$ cat src/rtl/ex_stage.sv
// Execute stage: operand bypass select, add/li/ld issue, iterative shift-add multiply.
// Latency: add/li/ld 1 cycle; mul 16/BITS_PER_CYCLE busy cycles, then a one-cycle we_q.
// Backpressure: busy is high while multiplying; load is ignored until busy falls.
module ex_stage #(
    parameter int BITS_PER_CYCLE = 1
) (
    input  logic        CLK,
    input  logic        RSTN,
    input  logic        load,
    input  logic [15:0] ir,
    input  logic [15:0] rs1_data,
    input  logic [15:0] rs2_data,
    input  logic        fwd_sr1,
    input  logic        fwd_sr2,
    input  logic        fwd_sr1_dr,
    input  logic        fwd_sr2_dr,
    input  logic [15:0] load_data,
    output logic [15:0] result_q,
    output logic [2:0]  dr_q,
    output logic        we_q,
    output logic [15:0] mem_addr_q,
    output logic        mem_re_q,
    output logic        busy
);

    localparam int N = 16 / BITS_PER_CYCLE;
    localparam logic [4:0] CNT_LAST = 5'(N - 1);

    typedef enum logic {IDLE, MUL} state_t;

    state_t      state, state_d;
    logic [15:0] mcand, mcand_d;
    logic [15:0] mplier, mplier_d;
    logic [15:0] acc, acc_d;
    logic [4:0]  cnt, cnt_d;
    logic [15:0] result_d, mem_addr_d;
    logic [2:0]  dr_d;
    logic        we_d, mem_re_d, busy_d;

    logic [15:0] op_a, op_b, step_sum;
    logic        is_ld, is_add, is_mul, is_li;

    assign is_ld  = (ir[15:14] == 2'b00) && (ir[7:0] == 8'h01);
    assign is_add = (ir[15:14] == 2'b00) && (ir[4:0] == 5'b00010);
    assign is_mul = (ir[15:14] == 2'b00) && (ir[4:0] == 5'b00011);
    assign is_li  = (ir[15:14] == 2'b01) && (ir[10:8] == 3'b000);

    // Load-data bypass takes priority over the ALU-result bypass.
    always_comb begin
        op_a = fwd_sr1_dr ? load_data : (fwd_sr1 ? result_q : rs1_data);
        op_b = fwd_sr2_dr ? load_data : (fwd_sr2 ? result_q : rs2_data);
    end

    always_comb begin
        step_sum = acc;
        for (int i = 0; i < BITS_PER_CYCLE; i++) begin
            if (mplier[i]) begin
                step_sum = step_sum + (mcand << i);
            end
        end
    end

    always_comb begin
        state_d    = state;
        mcand_d    = mcand;
        mplier_d   = mplier;
        acc_d      = acc;
        cnt_d      = cnt;
        result_d   = result_q;
        dr_d       = dr_q;
        mem_addr_d = mem_addr_q;
        we_d       = 1'b0;
        mem_re_d   = 1'b0;
        busy_d     = busy;
        case (state)
            IDLE: begin
                if (load) begin
                    if (is_add) begin
                        result_d = op_a + op_b;
                        dr_d     = ir[13:11];
                        we_d     = 1'b1;
                    end else if (is_li) begin
                        result_d = {{8{ir[7]}}, ir[7:0]};
                        dr_d     = ir[13:11];
                        we_d     = 1'b1;
                    end else if (is_ld) begin
                        mem_addr_d = op_a;
                        mem_re_d   = 1'b1;
                        dr_d       = ir[13:11];
                    end else if (is_mul) begin
                        mcand_d  = op_a;
                        mplier_d = op_b;
                        acc_d    = 16'h0000;
                        cnt_d    = 5'd0;
                        busy_d   = 1'b1;
                        dr_d     = ir[13:11];
                        state_d  = MUL;
                    end
                end
            end
            MUL: begin
                acc_d    = step_sum;
                mcand_d  = mcand << BITS_PER_CYCLE;
                mplier_d = mplier >> BITS_PER_CYCLE;
                cnt_d    = cnt + 5'd1;
                if (cnt == CNT_LAST) begin
                    result_d = step_sum;
                    we_d     = 1'b1;
                    busy_d   = 1'b0;
                    state_d  = IDLE;
                end
            end
            default: state_d = IDLE;
        endcase
    end

    always_ff @(posedge CLK or negedge RSTN) begin
        if (!RSTN) begin
            state      <= IDLE;
            mcand      <= 16'h0000;
            mplier     <= 16'h0000;
            acc        <= 16'h0000;
            cnt        <= 5'd0;
            result_q   <= 16'h0000;
            dr_q       <= 3'd0;
            we_q       <= 1'b0;
            mem_addr_q <= 16'h0000;
            mem_re_q   <= 1'b0;
            busy       <= 1'b0;
        end else begin
            state      <= state_d;
            mcand      <= mcand_d;
            mplier     <= mplier_d;
            acc        <= acc_d;
            cnt        <= cnt_d;
            result_q   <= result_d;
            dr_q       <= dr_d;
            we_q       <= we_d;
            mem_addr_q <= mem_addr_d;
            mem_re_q   <= mem_re_d;
            busy       <= busy_d;
        end
    end

endmodule

$ cat config.mk
export PLATFORM = sky130hd
export DESIGN_NAME = ex_stage
export DESIGN_NICKNAME = d
export VERILOG_FILES = /design/src/rtl/ex_stage.sv
export SDC_FILE = /design/constraint.sdc
export NUM_CORES = 1
export LEC_CHECK = 0
export CAP_MARGIN = 20
export CORE_UTILIZATION = 40
export DETAILED_ROUTE_END_ITERATION = 7
export PLACE_DENSITY = 0.6
export SYNTH_ARGS = -nofsm -noshare
export SYNTH_HDL_FRONTEND = slang
export SYNTH_SLANG_ARGS = --single-unit
$ cat constraint.sdc
create_clock -name CLK -period 3.13 [get_ports CLK]
set_input_delay 0.626 -clock CLK [delete_from_list [all_inputs] [get_ports CLK]]
set_output_delay 0.626 -clock CLK [all_outputs]
set_load 0.05 [all_outputs]
==> impl_metrics.tcl <==
set metrics [dict create \
    vias 6024 \
    synthArstFlopShare 1.000 \
    io_buffers 108 \
    max_freq_ghz 0.3343 \
    synthDistinctLibCells 55 \
    area_growth_pct 34.72 \
    syn_area_um2 6394 \
    fill_cells 1409 \
    synth_warnings 0 \
    grt_start_max_net_pins 49 \
    synthTopCellsByArea "dfrtp_1 (36%), mux2i_1 (10%), o21ai_0 (8.0%)" \
    pre_cts_slack_ps -536.4 \
    setup_violations 0 \
    cp_cell_sequence "clkdlybuf4s50_1 -> buf_6 -> buf_4 -> nand2_1 -> o21ai_0 -> ha_1 -> o21ai_1 -> o21bai_1 -> a21oi_1 -> o31ai_2 -> buf_4 -> xor2_1 -> a21oi_1 -> a311oi_1" \
    run_status "completed" \
    dr.pass1.iters 5 \
    vdd_drop_max_mv 0.2770 \
    antenna_left 0 \
    fp.dieW_um 128.4 \
    setup_ws_ps 138.6 \
    cp_slowest_cell "clkdlybuf4s50_1" \
    io_pins 109 \
    hp-class "input pin to async pin" \
    crit_path_start_kind "input pin" \
    p_leak_nw 4.093 \
    required_ps 3380 \
    synth_area_per_cell_um2 8.795 \
    wl_per_cell_um 17.24 \
    r2r_cells 9 \
    final_core_util 0.5583 \
    syn_nets 832 \
    ctsHoldBuffers 0 \
    clkTransAtPathRegs_ps 70 \
    cts_max_level 3 \
    row_count 45 \
    yosys.area.top_type_share 0.3601 \
    hpwl_um 14980 \
    grt_pass1_vias 6205 \
    root_buffer "clkbuf_16" \
    skew_ps 4.208 \
    finalCritPeriodShare 0.9557 \
    max_cap_viol_count 0 \
    place_congestion 0.8657 \
    slew_violations 0 \
    slew_headroom 0.5328 \
    synth_edf_count 0 \
    syn_inst 727 \
    finalHoldViolCount 0 \
    clock_path_buffers 2 \
    synth-seq-cells 92 \
    yosysSeqAreaShare 0.3601 \
    r2r_start "mcand[0]" \
    drt_wl_total_um 19120 \
    p_per_area_nw_per_um2 501.0 \
    antenna_cells 0 \
    critPathArrivalTime_ps 3240 \
    tns_ps 0 \
    worstMarginPinSlew_ps 700.8 \
    layout-drive-gt1-share 0.1693 \
    finalNetCount 998 \
    antenna_found_initial 0 \
    crit_path_end_kind "register" \
    die_h_um 128.4 \
    grt_use_total 0.2491 \
    cp_slowest_stage_delay_ps 410 \
    initial_core_util 0.4144 \
    grt_overflow 0 \
    critPathKind "input pin to register" \
    drc 0 \
    initialDrtViolationCount 360 \
    cts_buffers 9 \
    path_max_fanout 8 \
    timing.final.crit_period_ps 2991 \
    synthFlopType "dfrtp_1" \
    synth_top_area_cell "dfrtp_1" \
    grt_pass1_wl_um 31880 \
    core_um2 15430 \
    die-area_um2 16490 \
    clkLatencyLatePin_ps 350 \
    viasPerCell 5.432 \
    cts.sinks 92 \
    r2r_slack_ps 370 \
    r2r_end "result_q[12]" \
    cts_tree "done" \
]
layer usage:
metal / track usage / share of wire
met1: 0.3447 / 0.49
met2: 0.4054 / 0.46
met4: 0.08166 / 0.019
met5: 0 / 0
met3: 0.03035 / 0.035
cell usage after synthesis (all sizes together), types with 3 or more instances:
cell	n
a211o	4
a211oi	10
a21o	7
a21oi	47
a311o	3
a31oi	5
and2	5
and3	4
buf	13
clkbuf	26
dfrtp	92
ha	32
inv	20
mux2	29
mux2i	66
nand2	109
nand2b	7
nand3	15
nand4	5
nor2	38
nor3	8
o211ai	7
o21a	8
o21ai	103
o21bai	5
o22ai	3
or3	5
xnor2	15
xor2	9
metrics by stage:
| step | hold WS [ps] | cell area [µm²] | instances | total power [mW] |
|---|---|---|---|---|
| after floorplan | 330.4 | 6399 | 727 | 2.486 |
| after global placement | 463.0 | 8233 | 1090 | 3.124 |
| after detailed placement | 478.7 | 8233 | 1090 | 3.152 |
| after CTS | 336.1 | 8558 | 1108 | 4.306 |
| after global routing | 371.2 | 8613 | 1109 | 4.572 |
| final | 297.1 | 8613 | 1109 | 4.315 |
area by class of cell:
type | count | area [µm²] | share of cell area
multi-input combinational | 576 | 3904 | 0.4532
clock inverter | 5 | 57.56 | 0.006682
tap | 211 | 264.0 | 0.03065
inverter | 20 | 75.07 | 0.008716
clock buffer | 11 | 242.7 | 0.02818
timing repair buffer | 194 | 1767 | 0.2051
sequential | 92 | 2303 | 0.2674
kinds of logic after synthesis:
logic type,synth area share
simple gates,0.1403
mux,0.1544
buf+inv,0.03757
compound gates,0.2059
xor+xnor,0.03288
fa+ha+maj,0.06888
flops,0.3601
flip-flops by register name, summed over array words and instances (netlist names):
name / count
dr_q: 3
we_q: 1
result_q: 16
busy: 1
state: 1
mem_addr_q: 16
cnt: 5
mplier: 16
mem_re_q: 1
mcand: 16
acc: 16
placed cells by master, fill, tap and decap left out, types with 29 or more instances in the layout:
| master | netlist | routed |
|---|---|---|
| a21oi_1 | 47 | 46 |
| buf_4 | 2 | 82 |
| clkdlybuf4s50_1 | 0 | 104 |
| dfrtp_1 | 92 | 91 |
| ha_1 | 32 | 31 |
| mux2_2 | 29 | 29 |
| mux2i_1 | 66 | 66 |
| nand2_1 | 107 | 107 |
| nor2_1 | 38 | 38 |
| o21ai_0 | 102 | 90 |
critical path, delay by kind of cell:
family | cells | cell delay [ps]
AOI/OAI and AO/OA | 7 | 1220
xor gates and xnor gates | 1 | 140
adders and majority gates | 1 | 320
buffers and inverters | 4 | 880
and+or+nand+nor | 1 | 50
timing repair:
item / 4_1_cts / 5_1_grt
cloned: 0 / 0
endpoints found under the setup margin: 8 / 11
pin swaps: 3 / 4
setup buffers: 2 / 1
gates resized for setup: 9 / 19
power breakdown:
part           total [mW]  internal [mW]  switching [mW]
Clock                1.13          0.645           0.482
Combinational        1.64          0.732           0.905
Sequential           1.55           1.36           0.193
Total                4.32           2.73            1.58
worst max path at each step:
stage,end,slack [ps],depth (start not counted),start
6_report,result_q[9],140,14,fwd_sr1_dr
5_1_grt,result_q[15],-10,13,fwd_sr1_dr
4_1_cts,result_q[13],100,12,fwd_sr1_dr
3_5_place_dp,result_q[15],-540,11,fwd_sr1
3_3_place_gp,result_q[15],-490,11,fwd_sr1
2_1_floorplan,result_q[14],-30,14,fwd_sr1
No activity file was read; power rests on OpenSTA's default activity.
